## src/rtl/uart_pkg.sv

```systemverilog
// Shared UART definitions: transmitter/receiver state encoding and parity mode codes.
package uart_pkg;

    typedef enum logic [2:0] {
        IDLE,
        START,
        DATA,
        PARITY,
        STOP
    } tx_state_t;

    localparam int PARITY_NONE = 0;
    localparam int PARITY_ODD  = 1;
    localparam int PARITY_EVEN = 2;

endpackage

```

## src/rtl/uart_fifo.sv

```systemverilog
// Synchronous FIFO with registered full/empty/level and a one-cycle overflow pulse on a rejected write.
module uart_fifo
    import uart_pkg::*;
#(
    parameter int WIDTH = 8,
    parameter int DEPTH = 4
) (
    input  logic                     clk,
    input  logic                     rst_n,
    input  logic                     wr_en,
    input  logic [WIDTH-1:0]         wr_data,
    input  logic                     rd_en,
    output logic [WIDTH-1:0]         rd_data,
    output logic                     full,
    output logic                     empty,
    output logic [$clog2(DEPTH):0]   level,
    output logic                     overflow
);

    localparam int PTR_W = $clog2(DEPTH);
    localparam int LVL_W = PTR_W + 1;

    generate
        if (DEPTH < 2 || (DEPTH & (DEPTH - 1)) != 0) begin : g_bad_depth
            $error("uart_fifo: DEPTH must be a power of 2 and at least 2");
        end
    endgenerate

    logic [WIDTH-1:0] r_mem [DEPTH];
    logic [PTR_W-1:0] r_wr_ptr;
    logic [PTR_W-1:0] r_rd_ptr;
    logic [LVL_W-1:0] r_level;
    logic             r_full;
    logic             r_empty;
    logic             r_overflow;
    logic             w_wr_ok;
    logic             w_rd_ok;
    logic [LVL_W-1:0] w_level_next;

    // A write into a full queue is refused even if a pop happens on the same edge.
    assign w_wr_ok      = wr_en & ~r_full;
    assign w_rd_ok      = rd_en & ~r_empty;
    assign w_level_next = r_level + LVL_W'(w_wr_ok) - LVL_W'(w_rd_ok);

    always_ff @(posedge clk) begin
        if (w_wr_ok) begin
            r_mem[r_wr_ptr] <= wr_data;
        end
    end

    always_ff @(posedge clk or negedge rst_n) begin
        if (!rst_n) begin
            r_wr_ptr   <= '0;
            r_rd_ptr   <= '0;
            r_level    <= '0;
            r_full     <= 1'b0;
            r_empty    <= 1'b1;
            r_overflow <= 1'b0;
        end else begin
            if (w_wr_ok) begin
                r_wr_ptr <= r_wr_ptr + 1'b1;
            end
            if (w_rd_ok) begin
                r_rd_ptr <= r_rd_ptr + 1'b1;
            end
            r_level    <= w_level_next;
            r_full     <= (w_level_next == LVL_W'(DEPTH));
            r_empty    <= (w_level_next == '0);
            r_overflow <= wr_en & r_full;
        end
    end

    assign rd_data  = r_mem[r_rd_ptr];
    assign full     = r_full;
    assign empty    = r_empty;
    assign level    = r_level;
    assign overflow = r_overflow;

endmodule

```

## src/rtl/uart_tx_fifo.sv

```systemverilog
// UART transmitter with configurable data/parity/stop framing fed from a write queue; bit timing from clken.
module uart_tx_fifo
    import uart_pkg::*;
#(
    parameter int DATA_BITS  = 8,
    parameter int PARITY     = PARITY_NONE,
    parameter int STOP_BITS  = 1,
    parameter int FIFO_DEPTH = 4
) (
    input  logic                          clk_50m,
    input  logic                          rst_n,
    input  logic                          clken,
    input  logic [DATA_BITS-1:0]          data_in,
    input  logic                          wr_en,
    output logic                          full,
    output logic                          empty,
    output logic [$clog2(FIFO_DEPTH):0]   level,
    output logic                          overflow,
    output logic                          Tx,
    output logic                          Tx_busy
);

    localparam int CNT_W = $clog2(DATA_BITS);

    generate
        if (PARITY != PARITY_NONE && PARITY != PARITY_ODD && PARITY != PARITY_EVEN) begin : g_bad_parity
            $error("uart_tx_fifo: PARITY must be 0 (none), 1 (odd) or 2 (even)");
        end
        if (DATA_BITS < 5 || DATA_BITS > 9) begin : g_bad_data_bits
            $error("uart_tx_fifo: DATA_BITS must be in 5..9");
        end
        if (STOP_BITS != 1 && STOP_BITS != 2) begin : g_bad_stop_bits
            $error("uart_tx_fifo: STOP_BITS must be 1 or 2");
        end
    endgenerate

    tx_state_t            r_state;
    tx_state_t            w_state_next;
    logic [DATA_BITS-1:0] r_shift;
    logic [DATA_BITS-1:0] w_shift_next;
    logic [CNT_W-1:0]     r_bit_cnt;
    logic [CNT_W-1:0]     w_bit_cnt_next;
    logic                 r_stop_cnt;
    logic                 w_stop_cnt_next;
    logic                 r_tx;
    logic                 w_tx_next;
    logic                 r_par;
    logic                 w_par_next;
    logic                 w_pop;
    logic [DATA_BITS-1:0] w_fifo_data;
    logic                 w_word_par;
    logic                 w_bit_last;
    logic                 w_stop_last;

    uart_fifo #(
        .WIDTH (DATA_BITS),
        .DEPTH (FIFO_DEPTH)
    ) u_fifo (
        .clk      (clk_50m),
        .rst_n    (rst_n),
        .wr_en    (wr_en),
        .wr_data  (data_in),
        .rd_en    (w_pop),
        .rd_data  (w_fifo_data),
        .full     (full),
        .empty    (empty),
        .level    (level),
        .overflow (overflow)
    );

    // Parity is latched at load time because the shift register consumes the word.
    assign w_word_par  = (PARITY == PARITY_EVEN) ? ^w_fifo_data : ~^w_fifo_data;
    assign w_bit_last  = (r_bit_cnt == CNT_W'(DATA_BITS - 1));
    assign w_stop_last = (r_stop_cnt == 1'(STOP_BITS - 1));

    always_comb begin
        w_state_next    = r_state;
        w_shift_next    = r_shift;
        w_bit_cnt_next  = r_bit_cnt;
        w_stop_cnt_next = r_stop_cnt;
        w_tx_next       = r_tx;
        w_par_next      = r_par;
        w_pop           = 1'b0;
        if (clken) begin
            unique case (r_state)
                IDLE: begin
                    w_tx_next = 1'b1;
                    if (!empty) begin
                        w_pop        = 1'b1;
                        w_shift_next = w_fifo_data;
                        w_par_next   = w_word_par;
                        w_tx_next    = 1'b0;
                        w_state_next = START;
                    end
                end
                START: begin
                    w_tx_next      = r_shift[0];
                    w_bit_cnt_next = '0;
                    w_state_next   = DATA;
                end
                DATA: begin
                    if (w_bit_last) begin
                        if (PARITY != PARITY_NONE) begin
                            w_tx_next    = r_par;
                            w_state_next = uart_pkg::PARITY;
                        end else begin
                            w_tx_next       = 1'b1;
                            w_stop_cnt_next = 1'b0;
                            w_state_next    = STOP;
                        end
                    end else begin
                        w_shift_next   = r_shift >> 1;
                        w_bit_cnt_next = r_bit_cnt + 1'b1;
                        w_tx_next      = r_shift[1];
                    end
                end
                uart_pkg::PARITY: begin
                    w_tx_next       = 1'b1;
                    w_stop_cnt_next = 1'b0;
                    w_state_next    = STOP;
                end
                STOP: begin
                    w_tx_next = 1'b1;
                    if (w_stop_last) begin
                        if (!empty) begin
                            w_pop        = 1'b1;
                            w_shift_next = w_fifo_data;
                            w_par_next   = w_word_par;
                            w_tx_next    = 1'b0;
                            w_state_next = START;
                        end else begin
                            w_state_next = IDLE;
                        end
                    end else begin
                        w_stop_cnt_next = r_stop_cnt + 1'b1;
                    end
                end
                default: begin
                    w_tx_next    = 1'b1;
                    w_state_next = IDLE;
                end
            endcase
        end
    end

    always_ff @(posedge clk_50m or negedge rst_n) begin
        if (!rst_n) begin
            r_state    <= IDLE;
            r_shift    <= '0;
            r_bit_cnt  <= '0;
            r_stop_cnt <= 1'b0;
            r_tx       <= 1'b1;
            r_par      <= 1'b0;
        end else begin
            r_state    <= w_state_next;
            r_shift    <= w_shift_next;
            r_bit_cnt  <= w_bit_cnt_next;
            r_stop_cnt <= w_stop_cnt_next;
            r_tx       <= w_tx_next;
            r_par      <= w_par_next;
        end
    end

    assign Tx      = r_tx;
    assign Tx_busy = (r_state != IDLE);

endmodule

```

## config.mk

```make
export PLATFORM = sky130hd
export DESIGN_NAME = uart_tx_fifo
export DESIGN_NICKNAME = d
export VERILOG_FILES = /design/src/rtl/uart_pkg.sv /design/src/rtl/uart_fifo.sv /design/src/rtl/uart_tx_fifo.sv
export SDC_FILE = /design/constraint.sdc
export NUM_CORES = 1
export LEC_CHECK = 0
export BUFFER_PORTS_ARGS = -buffer_cell sky130_fd_sc_hd__buf_2
export CAP_MARGIN = 20
export CELL_PAD_IN_SITES_DETAIL_PLACEMENT = 1
export CELL_PAD_IN_SITES_GLOBAL_PLACEMENT = 1
export CORE_ASPECT_RATIO = 0.75
export CORE_MARGIN = 2
export CORE_UTILIZATION = 54
export DETAILED_ROUTE_END_ITERATION = 10
export PLACE_DENSITY_LB_ADDON = 0.2
export SYNTH_ARGS = -nofsm -noshare
export SYNTH_HDL_FRONTEND = slang
export SYNTH_HIERARCHICAL = 1
export SYNTH_SLANG_ARGS = --single-unit
```

## constraint.sdc

```tcl
create_clock -name clk_50m -period 4.4 [get_ports clk_50m]
set_clock_uncertainty 0.2 [all_clocks]
set_input_delay 0.66 -clock clk_50m [delete_from_list [all_inputs] [get_ports clk_50m]]
set_output_delay 0.66 -clock clk_50m [all_outputs]
set_load 0.05 [all_outputs]
```

==> results.py, run 1 <==
metrics = {
    "outcome": {
        "status": "finished, final reports clean",
    },
    "global_routing": {
        "grt_pass1_wl_um": 7670,
        "grt_pass1_vias": 1382,
        "track_usage": 0.216,
        "antenna_found_initial": 0,
        "grt.overflow.total": 0,
        "grt_max_degree": 26,
    },
    "sta": {
        "clock.fmax_ghz": 0.335,
        "hold_viol": 0,
        "finalCritPeriodShare": 0.678,
        "rsz0062_at_grt": "false",
        "relSlewSlack": 0.539,
        "worst_pin_slew_ns": 0.689,
        "holdWs_ns": 0.110,
        "setup_viol": 0,
        "drv_slew": 0,
        "tns_ns": 0,
        "layout_min_cycle_time_ns": 2.98,
    },
    "detailed_routing": {
        "drc": 0,
        "wl_per_cell_um": 19.6,
        "ant_nets": 0,
        "drt_wl_total_um": 4560,
        "via_count": 1305,
        "viasPerCell": 5.60,
        "drt_iter0_drc": 38,
        "drt-pass1-iter-count": 5,
    },
    "floorplanning": {
        "num_io_pins": 20,
        "die_w_um": 82.3,
        "die_h_um": 62.7,
        "start_util": 0.558,
        "die_area_um2": 5160,
        "core_um2": 4440,
        "rows": 21,
    },
    "synth": {
        "synthFlopType": "edfxtp_1",
        "synth_most_common_cell": "edfxtp_1",
        "synth-edff-count": 32,
        "syn_area_um2": 2480,
        "synthArstFlopShare": 0.439,
        "syn-mean-instance-area_um2": 17.0,
        "synth_warnings": 6,
        "synth-seq-cells": 57,
        "synth_top_area_frac": 0.387,
        "syn_nets": 167,
        "yosys-top-cells-area": "edfxtp_1, dfrtp_1, mux2_2",
        "ys_seq_area_frac": 0.641,
        "synth_commonest_cells": "edfxtp_1, dfrtp_1, mux2_2",
        "yosysTopAreaCell": "edfxtp_1",
        "syn-instance-count": 146,
        "yosysUniqueCellTypes": 36,
    },
    "clock_tree": {
        "cts.path.max_buffers": 2,
        "cts_buffers": 9,
        "clock_sinks": 57,
        "cts_resized": 0,
        "cts-root-buf": "clkbuf_8",
        "tritoncts": "done",
        "clk_latency_ns": 0.34,
        "path_clk_slew_ns": 0.07,
        "post-cts-setup-buffers": 0,
        "htree_num_levels": 3,
        "cts_hold_buf": 0,
    },
    "worst_setup_path": {
        "critical_path.cell_chain": "or2_2 -> nor2_1 -> nor2b_1 -> ha_1 -> inv_1 -> ha_1 -> inv_1 -> fa_1 -> xor3_1 -> nor3b_2",
        "cp-end-kind": "flip-flop",
        "crit_required_ns": 4.43,
        "reg2reg_from": "r_state[1]",
        "regToRegSetupSlack_ns": 1.42,
        "path_max_fanout": 10,
        "startpoint": "r_state[1]",
        "cp_slowest_cell": "dfrtp_1",
        "worstPathArrival_ns": 3.01,
        "start_kind": "flip-flop",
        "crit_type": "reg2reg",
        "critPathBufInv": 2,
        "path_delay_family": "simple AND/OR/NAND/NOR gates",
        "slowest_delay_ns": 0.49,
    },
    "layout": {
        "final_cell_count_no_fill": 233,
        "finalInstanceArea_um2": 2800,
        "area.growth.synth_to_final_pct": 13.1,
        "drive_above_1_share": 0.381,
        "final_nets": 192,
        "diodes": 0,
        "utilization": 0.631,
    },
    "power": {
        "ir_drop_uv": 374,
        "powerDensity_nw_per_um2": 756,
        "p_leak_nw": 1.11,
    },
    "run": {
        "maxCapViolCount": 0,
    },
    "placement": {
        "dpl_cell_area_um2": 2610,
        "placed_cells": 217,
        "port_buffers": 19,
        "place_hpwl_um": 3080,
        "place_congestion": 0.706,
    },
    "min_path": {
        "holdCritPathClass": "in2async",
    },
}
-- layout by cell type, fill, tap and decap left out, drive strengths merged, types with 3 or more instances in the layout --
master,netlist,final
edfxtp,32,32
ha,8,8
a22o,3,3
clkinvlp,0,4
o21ai,3,3
buf,4,19
nor3b,4,4
clkbuf,1,10
dfrtp,23,23
and2,5,5
nor2b,6,6
a21oi,3,3
inv,7,7
mux4,8,8
nand2b,3,3
mux2,17,17
-- sequential cells by signal, summed over array words and instances, names as in the netlist --
register	cells
u_fifo/empty	1
r_state	3
u_fifo/full	1
u_fifo/r_wr_ptr	2
r_shift	8
r_bit_cnt	3
u_fifo/level	3
u_fifo/overflow	1
u_fifo/r_rd_ptr	2
Tx	1
u_fifo/r_mem	32
-- layer usage --
metal | wire [um] | GRT usage | up-vias
met4 | 44 | 0.0688 | 0
li1 | - | - | 595
met3 | 226 | 0.0925 | 6
met5 | 0 | 0 | -
met2 | 2190 | 0.308 | 29
met1 | 2100 | 0.301 | 675
-- power by group --
part           switching [mW]  internal (mW)  leakage (nW)  total [mW]
registers               0.148          0.741         0.596       0.890
clock network           0.214          0.262        0.0847       0.476
logic                   0.386          0.367         0.431       0.753
total                   0.748           1.37          1.11        2.12
-- kinds of logic (layout without fill, tap and decap cells) --
| kind of cell | count (synthesis) | after routing | synth area share |
|---|---|---|---|
| DFF | 57 | 57 | 0.641 |
| and+or+nand+nor | 27 | 27 | 0.0777 |
| muxes | 25 | 25 | 0.150 |
| AOI/OAI and AO/OA | 12 | 12 | 0.0368 |
| buffers and inverters | 12 | 42 | 0.0262 |
| adders and majority gates | 9 | 9 | 0.0484 |
| xor gates and xnor gates | 4 | 4 | 0.0202 |
-- per-stage QoR --
stage	power, mW	setup WS (ns)
after floorplan	1.48	1.62
after global placement	1.59	1.38
after detailed placement	1.65	1.28
after CTS	2.15	1.40
after global routing	2.26	1.24
final	2.12	1.42
-- path summary, 6_finish.rpt --
path / end / cells past startpoint
min in group clk_50m: r_shift[6] / 1
worst min register to register: r_shift[6] / 1
worst min-delay path: r_state[1] / 1
worst max-delay path: u_fifo/full / 10
worst max register to register: u_fifo/full / 10
max in group asynchronous: u_fifo/r_rd_ptr[0] / 1
-- final cells by class --
class	count	area, um2
inverter	7	26.3
timing repair buffer	19	95.1
clock inverter	6	68.8
multi-input combinational	77	826
fill	422	1640
tap	57	71.3
sequential	57	1590
clock buffer	10	128
No activity file was read; power rests on OpenSTA's default activity.
==> inputs of run 2 (changes only) <==
CORE_UTILIZATION = 50   (was 54)
clock period = 2.95 ns   (was 4.4 ns; I/O delays follow)
==> results.py, run 2 (synthesized netlist as in run 1, its figures left out) <==
metrics = {
    "floorplanning": {
        "die_w_um": 85.3,
        "start_util": 0.512,
        "rows": 22,
        "num_io_pins": 20,
        "core_um2": 4840,
        "die_h_um": 65.0,
        "die_area_um2": 5540,
    },
    "worst_setup_path": {
        "r2r-end": "u_fifo/full",
        "regToRegSetupSlack_ns": 0.21,
        "crit_required_ns": 2.97,
        "path_delay_family": "simple AND/OR/NAND/NOR gates",
        "reg2reg_from": "r_state[1]",
        "critical_path.cell_chain": "or2_2 -> nor2_1 -> nor2b_2 -> ha_1 -> inv_1 -> ha_1 -> inv_1 -> fa_1 -> xor3_1 -> nor3b_2",
        "worstPathArrival_ns": 2.76,
        "cp_slowest_cell": "xor3_1",
        "start_kind": "flip-flop",
        "cp-end-kind": "flip-flop",
        "critPathBufInv": 2,
        "path_max_fanout": 3,
        "worstRegToRegCells": 10,
        "slowest_delay_ns": 0.40,
        "crit_type": "reg2reg",
    },
    "placement": {
        "port_buffers": 19,
        "place_congestion": 0.739,
        "placed_cells": 222,
        "dpl_cell_area_um2": 2630,
        "place_hpwl_um": 2990,
    },
    "detailed_routing": {
        "wl_per_cell_um": 17.9,
        "drt_wl_total_um": 4270,
        "via_count": 1266,
        "drc": 0,
        "ant_nets": 0,
        "drt-pass1-iter-count": 4,
        "drt_iter0_drc": 41,
        "viasPerCell": 5.30,
    },
    "layout": {
        "nFillCells": 459,
        "diodes": 0,
        "area.growth.synth_to_final_pct": 14.3,
        "final_nets": 195,
        "layout_common_cells": "edfxtp_1, dfrtp_1, buf_2, mux2_2, clkbuf_8",
        "largestRegisters": "u_fifo/r_mem (32), r_shift (8)",
        "drive_above_1_share": 0.391,
        "seq_area_um2": 1590,
        "regMostFlops": "u_fifo/r_mem",
        "largest_reg_flops": 32,
        "final_common_cell": "edfxtp_1",
        "finalInstanceArea_um2": 2840,
        "final_cell_count_no_fill": 239,
        "multi_input_area_um2": 828,
    },
    "clock_tree": {
        "cts.path.max_buffers": 2,
        "htree_num_levels": 3,
        "clock_sinks": 57,
        "cts_buffers": 9,
        "tritoncts": "done",
        "cts-root-buf": "clkbuf_8",
        "post-cts-setup-buffers": 0,
        "path_clk_slew_ns": 0.07,
        "clk_latency_ns": 0.33,
    },
    "power": {
        "p_leak_nw": 1.14,
        "powerDensity_nw_per_um2": 1110,
        "ir_drop_uv": 515,
    },
    "min_path": {
        "min_from": "data_in[7]",
        "hold_path_end": "u_fifo/r_mem[3][7]",
        "hold_depth": 1,
        "holdCritPathClass": "in2reg",
    },
    "sta": {
        "tns_ns": 0,
        "hold_viol": 0,
        "drv_slew": 0,
        "rsz0062_at_grt": "false",
        "relSlewSlack": 0.582,
        "layout_min_cycle_time_ns": 2.74,
        "worst_pin_slew_ns": 0.624,
        "finalCritPeriodShare": 0.928,
        "clock.fmax_ghz": 0.365,
        "setup_viol": 0,
    },
    "global_routing": {
        "grt_max_degree": 26,
        "grt.overflow.total": 0,
        "antenna_found_initial": 0,
        "grt_pass1_wl_um": 7280,
        "grt_pass1_vias": 1387,
        "track_usage": 0.185,
    },
    "run": {
        "maxCapViolCount": 0,
    },
    "outcome": {
        "status": "finished, final reports clean",
    },
}
run 2: changes by cell type in the layout (fill, tap and decap cells not counted), sizes merged:
cell | before | now
clkinvlp | 4 | 1
dlygate4sd3 | 0 | 1
buf | 19 | 21
clkinv | 1 | 4
run 2: metrics by stage:
step / total power [mW] / util / setup slack, ns / hold WS (ns)
2_1_floorplan: 2.20 / - / 0.165 / -0.0531
3_3_place_gp: 2.40 / 0.542 / 0.158 / 0.260
3_5_place_dp: 2.47 / 0.542 / 0.0687 / 0.281
4_1_cts: 3.19 / 0.585 / 0.132 / 0.110
5_1_grt: 3.36 / 0.585 / 0.0451 / 0.109
6_report: 3.14 / 0.585 / 0.214 / 0.128
run 2: final cells by class:
type,count,area share
clock inverter,6,0.0243
inverter,7,0.00927
multi-input combinational,77,0.292
clock buffer,10,0.0450
tap,60,0.0265
timing repair buffer,22,0.0424
sequential,57,0.560
run 2: where the power goes:
part / internal (mW) / switching (mW) / leakage (nW)
clock: 0.392 / 0.307 / 0.0964
combinational: 0.565 / 0.591 / 0.446
sequential: 1.11 / 0.182 / 0.596
total: 2.06 / 1.08 / 1.14
run 2: how the worst max path moves through the flow:
stage,start,end,depth (start not counted)
finish,r_state[1],u_fifo/full,10
global route,r_state[1],u_fifo/empty,10
CTS,r_state[1],u_fifo/empty,10
detailed placement,clken,u_fifo/full,11
global placement,clken,u_fifo/full,11
floorplan,r_state[1],u_fifo/full,11
run 2: worst register-to-register path, cell delays in order (launching register included):
cell and delay, ns:
dfrtp_1 0.37, or2_2 0.34, nor2_1 0.14, nor2b_2 0.20, ha_1 0.24, inv_1 0.06, ha_1 0.13, inv_1 0.04
fa_1 0.36, xor3_1 0.40, nor3b_2 0.17
run 2: metal layers:
metal / up-vias / GRT usage / wire length [um]
met5: - / 0 / 0
met4: 0 / 0.0714 / 78
met3: 7 / 0.0803 / 162
met2: 22 / 0.276 / 1990
met1: 638 / 0.241 / 2030
li1: 599 / - / -
run 2: timing repair:
action,CTS,global route
setup endpoints to repair,0,2
resized for setup,0,1
hold buffers,1,0
hold endpoints to repair,23,0
